[config.mk]
export PLATFORM = sky130hd
export DESIGN_NAME = freq_meter
export DESIGN_NICKNAME = d
export VERILOG_FILES = /design/src/rtl/throttle_pkg.sv /design/src/rtl/sync_edge.sv /design/src/rtl/freq_meter.sv
export SDC_FILE = /design/constraint.sdc
export NUM_CORES = 1
export LEC_CHECK = 0
export CORE_MARGIN = 2
export CORE_UTILIZATION = 45
export DETAILED_ROUTE_END_ITERATION = 8
export PLACE_DENSITY = 0.69
export SYNTH_ARGS = -nofsm -noshare
export SYNTH_HDL_FRONTEND = slang
export SYNTH_HIERARCHICAL = 1
export SYNTH_SLANG_ARGS = --single-unit
[constraint.sdc]
create_clock -name CLK_50 -period 4.8 [get_ports CLK_50]
set_input_delay 1.44 -clock CLK_50 [delete_from_list [all_inputs] [get_ports CLK_50]]
set_output_delay 1.44 -clock CLK_50 [all_outputs]
set_load 0.1 [all_outputs]
[src/rtl/throttle_pkg.sv]
`default_nettype none
// ============================================================================
// Module   : throttle_pkg
// Purpose  : Step table defaults and FSM encodings shared by throttle and meter
// Revision : 1.0 - initial release
// ============================================================================
package throttle_pkg;

  localparam int DEF_CNT_W     = 24;
  localparam int DEF_STEP_W    = 3;
  localparam int DEF_NUM_STEPS = 6;
  localparam int DEF_DIV_BASE  = 4;
  localparam int DEF_DIV_STEP  = 2;

  typedef enum logic [0:0] {
    IDLE    = 1'b0,
    MEASURE = 1'b1
  } meas_state_t;

  typedef enum logic [0:0] {
    DEC_IDLE = 1'b0,
    DEC_RUN  = 1'b1
  } dec_state_t;

  // Full output period, in system clocks, produced by the throttle at step k.
  function automatic int step_period(int base, int step, int k);
    return 2 * (base + k * step);
  endfunction

endpackage
`default_nettype wire

[src/rtl/sync_edge.sv]
`default_nettype none
// ============================================================================
// Module   : sync_edge
// Purpose  : 2-flop synchroniser with registered rise/fall pulses (3-cycle latency)
// Revision : 1.0 - initial release
// ============================================================================
module sync_edge (
  input  logic clk,
  input  logic rst,
  input  logic async_in,
  output logic rise,
  output logic fall
);

  logic meta_q, meta_d;
  logic sync_q, sync_d;
  logic prev_q, prev_d;
  logic rise_q, rise_d;
  logic fall_q, fall_d;

  always_comb begin
    meta_d = async_in;
    sync_d = meta_q;
    prev_d = sync_q;
    rise_d = sync_q & ~prev_q;
    fall_d = ~sync_q & prev_q;
  end

  always_ff @(posedge clk) begin
    if (rst) begin
      meta_q <= 1'b0;
      sync_q <= 1'b0;
      prev_q <= 1'b0;
      rise_q <= 1'b0;
      fall_q <= 1'b0;
    end else begin
      meta_q <= meta_d;
      sync_q <= sync_d;
      prev_q <= prev_d;
      rise_q <= rise_d;
      fall_q <= fall_d;
    end
  end

  assign rise = rise_q;
  assign fall = fall_q;

endmodule
`default_nettype wire

[src/rtl/freq_meter.sv]
`default_nettype none
// ============================================================================
// Module   : freq_meter
// Purpose  : Measures the divided clock period, decodes the throttle step and
//            reports lock/stall. Define FREQ_METER_DUTY_EN to add high_time.
// Revision : 1.0 - initial release
// ============================================================================
module freq_meter
  import throttle_pkg::*;
#(
  parameter int CNT_W     = DEF_CNT_W,
  parameter int STEP_W    = DEF_STEP_W,
  parameter int NUM_STEPS = DEF_NUM_STEPS,
  parameter int DIV_BASE  = DEF_DIV_BASE,
  parameter int DIV_STEP  = DEF_DIV_STEP,
  parameter int TOL       = 1,
  parameter int LOCK_CNT  = 3,
  parameter int TIMEOUT   = 2**CNT_W - 1
) (
  input  logic              CLK_50,
  input  logic              reset,
  input  logic              slow_clk_in,
  output logic [CNT_W-1:0]  period,
  output logic              period_vld,
  output logic [STEP_W-1:0] freq_num,
  output logic              freq_vld,
  output logic              freq_err,
  output logic              lock,
  output logic              stall
`ifdef FREQ_METER_DUTY_EN
  ,
  output logic [CNT_W-1:0]  high_time
`endif
);

  localparam int                LC_W      = $clog2(LOCK_CNT + 1);
  localparam logic [CNT_W-1:0]  TIMEOUT_C = CNT_W'(TIMEOUT);
  localparam logic [STEP_W-1:0] LAST_K    = STEP_W'(NUM_STEPS - 1);
  localparam logic [LC_W-1:0]   LOCK_C    = LC_W'(LOCK_CNT);
  localparam logic [CNT_W:0]    TOL_C     = (CNT_W+1)'(TOL);

  logic edge_rise;
`ifdef FREQ_METER_DUTY_EN
  logic edge_fall;
`else
  logic fall_unused;
`endif

  sync_edge u_sync_edge (
    .clk      (CLK_50),
    .rst      (reset),
    .async_in (slow_clk_in),
    .rise     (edge_rise),
`ifdef FREQ_METER_DUTY_EN
    .fall     (edge_fall)
`else
    .fall     (fall_unused)
`endif
  );

  // Target periods indexed by step; slots past NUM_STEPS are never visited.
  logic [CNT_W:0] tgt [2**STEP_W];
  for (genvar g = 0; g < 2**STEP_W; g++) begin : g_tgt
    if (g < NUM_STEPS) begin : g_valid
      assign tgt[g] = (CNT_W+1)'(step_period(DIV_BASE, DIV_STEP, g));
    end else begin : g_unused
      assign tgt[g] = '1;
    end
  end

  meas_state_t       meas_q, meas_d;
  dec_state_t        dec_q, dec_d;
  logic [CNT_W-1:0]  cnt_q, cnt_d;
  logic [CNT_W-1:0]  period_q, period_d;
  logic              period_vld_q, period_vld_d;
  logic [STEP_W-1:0] k_q, k_d;
  logic [STEP_W-1:0] freq_num_q, freq_num_d;
  logic              freq_vld_q, freq_vld_d;
  logic              freq_err_q, freq_err_d;
  logic [LC_W-1:0]   lock_cnt_q, lock_cnt_d;
  logic              lock_q, lock_d;
  logic              stall_q, stall_d;

  logic              timeout;
  logic              dec_start;
  logic [CNT_W:0]    per_ext;
  logic [CNT_W:0]    diff;
  logic              match;

  // Distance is taken in CNT_W+1 bits so a period near full scale cannot wrap.
  always_comb begin
    per_ext = {1'b0, period_q};
    diff    = (per_ext >= tgt[k_q]) ? (per_ext - tgt[k_q]) : (tgt[k_q] - per_ext);
    match   = (diff <= TOL_C);
  end

  always_comb begin
    meas_d       = meas_q;
    dec_d        = dec_q;
    cnt_d        = cnt_q;
    period_d     = period_q;
    period_vld_d = 1'b0;
    k_d          = k_q;
    freq_num_d   = freq_num_q;
    freq_vld_d   = 1'b0;
    freq_err_d   = 1'b0;
    lock_cnt_d   = lock_cnt_q;
    lock_d       = lock_q;
    stall_d      = stall_q;
    timeout      = 1'b0;
    dec_start    = 1'b0;

    case (meas_q)
      IDLE: begin
        if (edge_rise) begin
          meas_d  = MEASURE;
          cnt_d   = CNT_W'(1);
          stall_d = 1'b0;
        end
      end
      MEASURE: begin
        if (cnt_q == TIMEOUT_C) begin
          meas_d  = IDLE;
          stall_d = 1'b1;
          timeout = 1'b1;
        end else if (edge_rise) begin
          period_d     = cnt_q;
          period_vld_d = 1'b1;
          cnt_d        = CNT_W'(1);
          dec_start    = 1'b1;
        end else begin
          cnt_d = cnt_q + CNT_W'(1);
        end
      end
      default: meas_d = IDLE;
    endcase

    // A fresh period preempts any decode still in flight.
    if (timeout) begin
      dec_d = DEC_IDLE;
    end else if (dec_start) begin
      dec_d = DEC_RUN;
      k_d   = '0;
    end else if (dec_q == DEC_RUN) begin
      if (match) begin
        dec_d      = DEC_IDLE;
        freq_num_d = k_q;
        freq_vld_d = 1'b1;
        if ((lock_cnt_q != '0) && (k_q == freq_num_q)) begin
          if (lock_cnt_q < LOCK_C) begin
            lock_cnt_d = lock_cnt_q + LC_W'(1);
          end
        end else begin
          lock_cnt_d = LC_W'(1);
        end
        lock_d = (lock_cnt_d == LOCK_C);
      end else if (k_q == LAST_K) begin
        dec_d      = DEC_IDLE;
        freq_err_d = 1'b1;
      end else begin
        k_d = k_q + STEP_W'(1);
      end
    end

    if (timeout || freq_err_d) begin
      lock_cnt_d = '0;
      lock_d     = 1'b0;
    end
  end

  always_ff @(posedge CLK_50) begin
    if (reset) begin
      meas_q       <= IDLE;
      dec_q        <= DEC_IDLE;
      cnt_q        <= '0;
      period_q     <= '0;
      period_vld_q <= 1'b0;
      k_q          <= '0;
      freq_num_q   <= '0;
      freq_vld_q   <= 1'b0;
      freq_err_q   <= 1'b0;
      lock_cnt_q   <= '0;
      lock_q       <= 1'b0;
      stall_q      <= 1'b0;
    end else begin
      meas_q       <= meas_d;
      dec_q        <= dec_d;
      cnt_q        <= cnt_d;
      period_q     <= period_d;
      period_vld_q <= period_vld_d;
      k_q          <= k_d;
      freq_num_q   <= freq_num_d;
      freq_vld_q   <= freq_vld_d;
      freq_err_q   <= freq_err_d;
      lock_cnt_q   <= lock_cnt_d;
      lock_q       <= lock_d;
      stall_q      <= stall_d;
    end
  end

  assign period     = period_q;
  assign period_vld = period_vld_q;
  assign freq_num   = freq_num_q;
  assign freq_vld   = freq_vld_q;
  assign freq_err   = freq_err_q;
  assign lock       = lock_q;
  assign stall      = stall_q;

`ifdef FREQ_METER_DUTY_EN
  logic             hi_run_q, hi_run_d;
  logic [CNT_W-1:0] hi_cnt_q, hi_cnt_d;
  logic [CNT_W-1:0] high_time_q, high_time_d;

  // hi_cnt freezes at the detected fall, so it holds the high time until the next rise.
  always_comb begin
    hi_run_d    = hi_run_q;
    hi_cnt_d    = hi_cnt_q;
    high_time_d = high_time_q;
    if (edge_rise) begin
      hi_run_d = 1'b1;
      hi_cnt_d = CNT_W'(1);
    end else if (edge_fall) begin
      hi_run_d = 1'b0;
    end else if (hi_run_q && (hi_cnt_q != '1)) begin
      hi_cnt_d = hi_cnt_q + CNT_W'(1);
    end
    if (period_vld_d) begin
      high_time_d = hi_cnt_q;
    end
  end

  always_ff @(posedge CLK_50) begin
    if (reset) begin
      hi_run_q    <= 1'b0;
      hi_cnt_q    <= '0;
      high_time_q <= '0;
    end else begin
      hi_run_q    <= hi_run_d;
      hi_cnt_q    <= hi_cnt_d;
      high_time_q <= high_time_d;
    end
  end

  assign high_time = high_time_q;
`endif

endmodule
`default_nettype wire

# == Word-level counts from Yosys, hierarchy flattened ==
# Memories as Yosys holds them, arrays and structs flattened.
# Index checks and enable logic that the tools add are counted.
# word_totals
input_bits,3
reg_bits,67
mem_count,1
romBits,200
# mem_list
name,words,width,rd,rd_ports_with_merged_regs,write_ports,line_no,rtl
(no name shown),8,25,1,0,0,freq_meter.sv:93,diff = (per_ext >= tgt[k_q]) ? (per_ext - tgt[k_q]) : (tgt[k_q] - per_ext);
# op_classes
reduce_logical,12
n_bitwise,8
addsub,5
n_eq_ne,9
n_lt_le_gt_ge,4
muxes,37
# op_table
op,count
two-way mux 25 bit,3
two-way mux 24 bit,3
case mux 24 bit (2 select lines),1
>= comparator 24 x 25 -> 1 bit,1
"less-or-equal comparator 25 x 1 -> 1 bit, second input constant",1
subtractor 24 x 25 -> 25 bit,1
subtractor 25 x 24 -> 25 bit,1
"adder 24 x 1 -> 24 bit, second input constant",1
"equality test 24 bit, second input constant",1
two-way mux 1 bit,18
two-way mux 2 bit,6
two-way mux 3 bit,4
AND reduction 4 bit,2
"!= test 2 bit, second input constant",3
inverter 1 bit,6
">= comparator 4 bit, second input constant",1
"!= test 2 x 1 -> 1 bit, second input constant",2
inverter 3 -> 4 bit,1
case mux 1 bit (2 select lines),2
AND reduction 2 bit,2
nonzero test 2 bit,2
OR reduction 2 bit,2
OR reduction 4 bit,1
"adder 3 x 1 -> 3 bit, second input constant",1
other kinds (9),9

# == Longest topological paths before layout ==
# Gate-level depths: netlist of the first run.
# depth
depth_word,13
ltp_mapped,17

# == Hierarchy ==
# The synthesis of the first run kept the hierarchy.
# by_module_without_submodules
module,instances,area_per_inst_um2,cells_per_inst
freq_meter,1,5694.2,762
sync_edge,1,133.9,10

# == Worst setup path after synthesis of the first run ==
# No wires, ideal clock.
# synth_timing
kind,reg2reg
from,"register period_q[1], in the netlist period[1]"
to,register lock_cnt_q[0]
setup_time_ns,0.091
path_stages_with_launch,14
path_buffers,0
period_less_slack_ns,4.277
path_slack_ns,0.523
t_arrival_ns,4.186
cell_sequence,dfxtp_1 > inv_1 > fa_1 > a21o_1 > a221oi_4 > or3_1 > and4_4 > o211ai_2 > a21boi_1 > a311o_1 > a211oi_2 > nand3_2 > a211o_1 > a311oi_1
# synth_between
elab_chain_cells,9
# synth_rtl
element,line_no,rtl
from (decl),freq_meter.sv:74,"logic [CNT_W-1:0] period_q, period_d;"
from (signal assigned),freq_meter.sv:189,period_q <= period_d;
subtractor 25 x 24 -> 25 bit (tied with other cells),freq_meter.sv:93,
two-way mux 25 bit (*),freq_meter.sv:93,
less-or-equal comparator 25 x 1 -> 1 bit (*),freq_meter.sv:94,match = (diff <= TOL_C);
two-way mux 1 bit,freq_meter.sv:145,if (match) begin
two-way mux 1 bit,freq_meter.sv:144,end else if (dec_q == DEC_RUN) begin
two-way mux 1 bit,freq_meter.sv:141,end else if (dec_start) begin
two-way mux 1 bit,freq_meter.sv:139,if (timeout) begin
logical OR 1 bit,freq_meter.sv:165,if (timeout || freq_err_d) begin
OR reduction 2 bit (no source line),n/a,
to (signal assigned),freq_meter.sv:195,lock_cnt_q <= lock_cnt_d;
to (decl),freq_meter.sv:80,"logic [LC_W-1:0] lock_cnt_q, lock_cnt_d;"
# Every way passes the cells marked *; elsewhere a longest branch is shown, timed or not.
# A chain may end at the register's enable or synchronous reset.

# == Final worst setup path of the first run ==
# layout_timing
from,register k_q[2]
to,register lock_cnt_q[0]
# layout_between
elab_chain_cells,13
# layout_rtl
element,line_no,rtl
from (decl),freq_meter.sv:76,"logic [STEP_W-1:0] k_q, k_d;"
from (signal assigned),freq_meter.sv:191,k_q <= k_d;
inverter 3 -> 4 bit (implied by the code),freq_meter.sv:93,
memory read (8 x 25 bit),n/a,
two-way mux 25 bit (implied by the code) (2 in series),freq_meter.sv:93,
subtractor 25 x 24 -> 25 bit (tied with other cells),freq_meter.sv:93,
two-way mux 25 bit,freq_meter.sv:93,
less-or-equal comparator 25 x 1 -> 1 bit,freq_meter.sv:94,
two-way mux 1 bit,freq_meter.sv:145,
two-way mux 1 bit,freq_meter.sv:144,
two-way mux 1 bit,freq_meter.sv:141,
two-way mux 1 bit,freq_meter.sv:139,
logical OR 1 bit,freq_meter.sv:165,
OR reduction 2 bit (no source line),n/a,
# Several ways; a longest one is shown, not always the timed one. The select of a mux whose other input is x is not followed.

==> results of run 1 <==
-- per-stage QoR --
step           util [%]  setup WS [ns]  total power [mW]  std cells  instance area (um^2)
2_1_floorplan         -          0.523             0.591        770                  5800
3_3_place_gp       49.1          0.435             0.598        945                  6190
3_5_place_dp       49.1          0.399             0.598        945                  6190
4_1_cts            51.4          0.358              1.24        961                  6490
5_1_grt            51.4         0.0343              1.27        961                  6490
6_report           51.4          0.318              1.24        961                  6490
-- power by group through the flow --
stage	Combinational (mW)	Clock, mW	Sequential [mW]
final	0.0260	0.651	0.561
after global routing	0.0295	0.685	0.561
after CTS	0.0257	0.658	0.561
after detailed placement	0.0256	0	0.573
after global placement	0.0252	0	0.573
after floorplan	0.0186	0	0.572
-- per-layer routing --
| metal | vias up | GRT usage [%] | part of all wire (%) |
|---|---|---|---|
| met2 | 162 | 40.2 | 47 |
| met1 | 2685 | 31.6 | 45 |
| met3 | 44 | 3.15 | 5.2 |
| met4 | 0 | 10.5 | 3.3 |
| met5 | - | 0 | 0 |
| li1 | 2790 | - | - |
-- sequential cells by signal, indices dropped and copies added (netlist names), 2 cells and up --
signal      cells
period         24
k_q             3
freq_num        3
lock_cnt_q      2
cnt_q          24
-- final timing paths --
check	end	startpoint
setup / recovery	lock_cnt_q[0]$_SDFFE_PP0P_	k_q[2]$_SDFFE_PP0P_
hold reg to reg	u_sync_edge/rise$_SDFF_PP0_	u_sync_edge/prev_q$_SDFF_PP0_
hold / removal	u_sync_edge/rise$_SDFF_PP0_	u_sync_edge/prev_q$_SDFF_PP0_
setup reg to reg	lock_cnt_q[0]$_SDFFE_PP0P_	k_q[2]$_SDFFE_PP0P_
-- cells in the final DEF (no fill, tap or decap), types with 3 or more instances in the layout --
master and n:
and3_1 12, mux2i_1 10, dfxtp_1 67, nand3_1 23, nor2_1 67, clkbuf_16 9
clkinv_2 3, a311oi_1 5, a211oi_1 6, o21bai_1 9, nor2b_1 10, nor4_1 11
o21ai_0 33, nor4b_1 3, o2111ai_1 3, inv_1 42, and2_1 3, and4_1 6
nor3_1 21, nand3b_1 6, a211oi_2 4, a22oi_1 4, xnor2_1 21, a21oi_1 80
xor2_1 19, a211o_1 3, o21a_1 7, a31oi_1 8, or2_2 4, ha_1 54
clkdlybuf4s50_1 33, o21ai_1 8, nand4_1 15, a21oi_2 4, a21o_1 19, o221a_2 3
nand2_1 96, buf_4 7, or3_1 5, o211ai_1 3
-- cell type report --
class                           count  area [um^2]
Multi-Input combinational cell    622         4090
Fill cell                        1257         6130
Sequential cell                    67         1340
Inverter                           43          161
Tap cell                          172          215
Clock buffer                       11          243
Timing Repair Buffer               41          388
Clock inverter                      5         52.6
==> impl_metrics.env, run 1 <==
export IMPL_required_ns=5.04
export IMPL_antenna_left=0
export IMPL_timing_hold_ws_ns=0.415
export IMPL_arrival_ns=4.73
export IMPL_syn_area_um2=5800
export IMPL_fin_tns_setup_ns=0
export IMPL_drc=0
export IMPL_grt_total_usage_pct=24.2
export IMPL_post_cts_setup_buffer_count=0
export IMPL_cts_sinks=67
export IMPL_start_kind="flip-flop"
export IMPL_grt_pass1_vias=5417
export IMPL_drv_cap=0
export IMPL_routed_via_density=5.91
export IMPL_drt_pre_antenna_iters=5
export IMPL_clkTransAtPathRegs_ns=0.05
export IMPL_die_area_um2=13800
export IMPL_tritoncts="built"
export IMPL_dp_hpwl_um=12800
export IMPL_numPortBuffers=34
export IMPL_path_buf_inv=1
export IMPL_clkPwrFrac_pct=52.6
export IMPL_crit_top_cell="nand2_2"
export IMPL_wl_per_cell_um=17.5
export IMPL_slew_violations=0
export IMPL_path_cells="nand2_2 > inv_2 > ha_1 > a21oi_1 > o21ai_0 > a221o_1 > o21ai_4 > nand2_2 > nor4b_1 > o22ai_1 > nor4b_2 > nand4_2 > nor2b_1 > a311oi_1"
export IMPL_cp_depth=14
export IMPL_rsz0062_at_grt="false"
export IMPL_reg2reg_slack_ns=0.32
export IMPL_gp_congestion=1.02
export IMPL_dieHeight_um=118
export IMPL_yosysWarnings=6
export IMPL_p_int_mw=0.978
export IMPL_cp_end_kind="flip-flop"
export IMPL_clock_skew_ns=0.00557
export IMPL_outcome="finished, final reports clean"
export IMPL_layout_drive_gt1_share_pct=7.48
export IMPL_grt_overflow_total=0
export IMPL_max_clock_path_buffers=2
export IMPL_worstHoldPathCells=1
export IMPL_drt_initial_drc_count=525
export IMPL_avgSynthCellArea_um2=7.53
export IMPL_p_leak_nw=2.65
export IMPL_cts_resized=0
export IMPL_slowest_stage="dfxtp_1"
export IMPL_crit_fanout=16
export IMPL_switching_share_pct=21.0
export IMPL_p_switching_mw=0.260
export IMPL_grt_first_pass_wirelength_um=27400
export IMPL_grt_max_degree=56
export IMPL_numCtsBuffers=9
export IMPL_cp_top_family="simple AND/OR/NAND/NOR gates"
export IMPL_tightest_slew_ns=1.02
export IMPL_coreArea_um2=12600
export IMPL_slowest_delay_ns=0.49
export IMPL_diodes=0
export IMPL_die_w_um=118
export IMPL_setup_violations=0
export IMPL_htree_levels=3
export IMPL_fin_nets=843
export IMPL_cts_root_buf="clkbuf_16"
export IMPL_worstRegToRegCells=14
export IMPL_slew_headroom_pct=32.0
export IMPL_fmax_mhz=223
export IMPL_post_route_period_util_pct=93.4
export IMPL_ir_drop_uv=282
export IMPL_pwr_share_comb_pct=2.1
export IMPL_power_density_nw_per_um2=191
export IMPL_num_vias=5681
export IMPL_clk_latency_ns=0.34
export IMPL_p_seq_share_pct=45.3
export IMPL_antenna_found_initial=0
export IMPL_syn_inst=770
export IMPL_wl_um=16800
export IMPL_ios=35
export IMPL_initial_core_util_pct=46.0
export IMPL_syn2layout_area_growth_pct=11.9
export IMPL_hold_viol_final=0
export IMPL_cts_hold_buf=0
export IMPL_hold_class="flip-flop to flip-flop"
export IMPL_finalCriticalPeriod_ns=4.48
export IMPL_syn_nets=829
export IMPL_row_count=41
export IMPL_critical_path_class="flip-flop to flip-flop"
Note: power is estimated with default switching activity, not from simulation.
==> run 2: changes to the inputs <==
--- a/config.mk
+++ b/config.mk
@@ -11,5 +11,4 @@
 export PLACE_DENSITY = 0.69
 export SYNTH_ARGS = -nofsm -noshare
 export SYNTH_HDL_FRONTEND = slang
-export SYNTH_HIERARCHICAL = 1
 export SYNTH_SLANG_ARGS = --single-unit
==> run 2 against run 1 <==
  * Count of clock-buffer cells in the layout increased by 1
  * Via count increased by 5.8%
  * Register-to-register slack about the same
  * Synthesized cell count increased by 2.9%
  * Combinational power decreased by 4%
  * Core utilization increased by 1.1 points
  * Sequential share of layout area decreased by 0.68 points
  * Highest routed layer unchanged
==> impl_metrics.env, run 2 <==
export IMPL_worstRegToRegCells=18
export IMPL_reg2reg_slack_ns=0.31
export IMPL_routed_via_density=6.09
export IMPL_multi_input_area_um2=4210
export IMPL_p_leak_nw=2.70
export IMPL_grt_overflow_total=0
export IMPL_initial_core_util_pct=46.5
export IMPL_clkPwrFrac_pct=52.9
export IMPL_fin_tns_setup_ns=0
export IMPL_tritoncts="built"
export IMPL_cts_hold_buf=0
export IMPL_wl_per_cell_um=17.6
export IMPL_power_density_nw_per_um2=186
export IMPL_grt_total_usage_pct=24.6
export IMPL_cts_root_buf="clkbuf_16"
export IMPL_numPortBuffers=34
export IMPL_dieHeight_um=119
export IMPL_grt_first_pass_wirelength_um=28300
export IMPL_yosysTopAreaCell="dfxtp_1"
export IMPL_drt_pre_antenna_iters=6
export IMPL_syn_inst=792
export IMPL_yosysSeqAreaShare_pct=22.6
export IMPL_clk_latency_ns=0.34
export IMPL_drv_cap=0
export IMPL_synth_top_area_share_pct=22.6
export IMPL_dp_hpwl_um=13600
export IMPL_setup_violations=0
export IMPL_cp_end_kind="flip-flop"
export IMPL_row_count=41
export IMPL_start_kind="flip-flop"
export IMPL_final_cell_mix="nand2_1, a21oi_1, dfxtp_1"
export IMPL_layout_drive_gt1_share_pct=7.62
export IMPL_grt_pass1_vias=5613
export IMPL_p_switching_mw=0.251
export IMPL_diodes=0
export IMPL_dp_cells=968
export IMPL_fin_nets=868
export IMPL_wl_um=17400
export IMPL_num_vias=6008
export IMPL_grt_max_degree=30
export IMPL_coreArea_um2=12800
export IMPL_synth_area_leaders="dfxtp_1, ha_1, a21oi_1"
export IMPL_drc=0
export IMPL_numCtsBuffers=9
export IMPL_synth_most_common_cell="nand2_1"
export IMPL_syn_nets=851
export IMPL_timing_rr_end="freq_num[1]$_SDFFE_PP0P_"
export IMPL_register_area_um2=1340
export IMPL_htree_levels=3
export IMPL_ir_drop_uv=392
export IMPL_gp_congestion=1.02
export IMPL_fmax_mhz=223
export IMPL_max_clock_path_buffers=2
export IMPL_arrival_ns=4.66
export IMPL_switching_share_pct=20.1
export IMPL_cts_sinks=67
export IMPL_syn2layout_area_growth_pct=13.0
export IMPL_final_cell_count_no_fill=986
export IMPL_die_w_um=119
export IMPL_antenna_left=0
export IMPL_syn_area_um2=5940
export IMPL_synth_ff_type="dfxtp_1"
export IMPL_required_ns=4.98
export IMPL_final_common_cell="nand2_1"
export IMPL_hold_class="flip-flop to flip-flop"
export IMPL_ys_seq_elements=67
export IMPL_die_area_um2=14100
export IMPL_synth_edf_count=0
export IMPL_worstHoldPathCells=1
export IMPL_yosysWarnings=0
export IMPL_startpoint="k_q[1]$_SDFFE_PP0P_"
export IMPL_p_seq_share_pct=45.1
export IMPL_timing_rr_start="k_q[1]$_SDFFE_PP0P_"
export IMPL_rsz0062_at_grt="false"
export IMPL_finalCriticalPeriod_ns=4.49
export IMPL_clock_skew_ns=0.00619
export IMPL_slew_headroom_pct=30.8
export IMPL_antenna_found_initial=0
export IMPL_ios=35
export IMPL_critical_path_class="flip-flop to flip-flop"
export IMPL_post_route_period_util_pct=93.5
export IMPL_outcome="finished, final reports clean"
export IMPL_holdPathEnd="u_sync_edge.rise$_SDFF_PP0_"
export IMPL_fin_util_pct=52.5
export IMPL_avgSynthCellArea_um2=7.49
export IMPL_synth_cell_type_count=84
export IMPL_p_int_mw=0.995
export IMPL_pwr_share_comb_pct=2.0
export IMPL_tightest_slew_ns=1.04
export IMPL_synthTopCellsByCount="nand2_1, a21oi_1, dfxtp_1, nor2_1, ha_1"
export IMPL_hp_start="u_sync_edge.prev_q$_SDFF_PP0_"
export IMPL_slew_violations=0
export IMPL_async_flop_share_pct=0
export IMPL_n_fill_cell=1203
export IMPL_hold_viol_final=0
export IMPL_drt_initial_drc_count=430
export IMPL_clkTransAtPathRegs_ns=0.05
export IMPL_crit_fanout=24
[run 2: changes by cell type in the layout (fill, tap and decap cells not counted), moves of 7 or more]
cell,change
o21ai_0,+14
a21oi_1,+12
nor2_1,-11
buf_4,+7
nor3_1,-7
or3_1,+7
[run 2: cells by family (layout without fill, tap and decap cells)]
kind of cell	after synthesis	in the layout	share of synthesized area [%]
AO/OA/AOI/OAI	244	244	27.2
XOR/XNOR	42	42	6.20
adder cells (fa/ha/maj)	56	56	12.1
buffers and inverters	89	111	6.66
flip-flops	67	67	22.6
multiplexers	5	5	0.864
AND/OR/NAND/NOR	289	289	24.5
[run 2: worst max-delay path by stage]
stage / end / slack (ns) / depth (start not counted)
detailed placement: k_q[2]$_SDFFE_PP0P_ / 0.19 / 17
global route: freq_num[0]$_SDFFE_PP0P_ / 0.05 / 18
global placement: k_q[2]$_SDFFE_PP0P_ / 0.28 / 17
floorplan: k_q[2]$_SDFFE_PP0P_ / 0.15 / 17
finish: freq_num[1]$_SDFFE_PP0P_ / 0.31 / 18
CTS: k_q[2]$_SDFFE_PP0P_ / 0.16 / 17
[run 2: worst max-delay path: stages (launching register included)]
cell and delay, ns:
dfxtp_1 0.44, nand2_1 0.10, inv_1 0.10, buf_12 0.17
ha_1 0.22, inv_1 0.08, fa_1 0.44, o21a_1 0.20
nor2_1 0.11, xnor2_1 0.07, or4_1 0.50, a2111oi_1 0.47
and4_1 0.25, o211ai_1 0.17, nand4b_4 0.22, nand3b_1 0.29
buf_4 0.22, o21ai_0 0.17, a21oi_1 0.09
[run 2: area by class of cell]
type                    count  area share (%)
multi-input cells         636            62.7
flip-flops and latches     67            20.0
repair buffers             49            6.94
clock buffers              12            3.82
well taps                 172            3.21
inverters                  46            2.57
clock inverters             4           0.727
[run 2: what timing repair did]
item	CTS	global route
buffers inserted	0	2
endpoints found under the setup margin	0	6
gates resized for setup	0	4
[run 2: through the flow]
stage               hold slack [ns]  area (um^2)  power [mW]  setup WS, ns
floorplan                     0.367         5940       0.591         0.150
global placement              0.385         6380       0.597         0.280
detailed placement            0.377         6380       0.597         0.192
CTS                           0.394         6680        1.26         0.160
global route                  0.418         6710        1.29        0.0495
finish                        0.398         6710        1.25         0.313
[run 2: power by group through the flow]
stage	clock (mW)	sequential, mW	combinational (mW)
after CTS	0.671	0.561	0.0248
final	0.659	0.561	0.0249
after floorplan	0	0.572	0.0187
after detailed placement	0	0.573	0.0243
after global placement	0	0.573	0.0239
after global routing	0.699	0.561	0.0283
[run 2: routing by layer]
layer | part of all wire, % | global-route usage [%]
met3 | 6.3 | 3.64
met2 | 46 | 39.8
met5 | 0 | 0
met4 | 3.2 | 9.23
met1 | 44 | 33.2
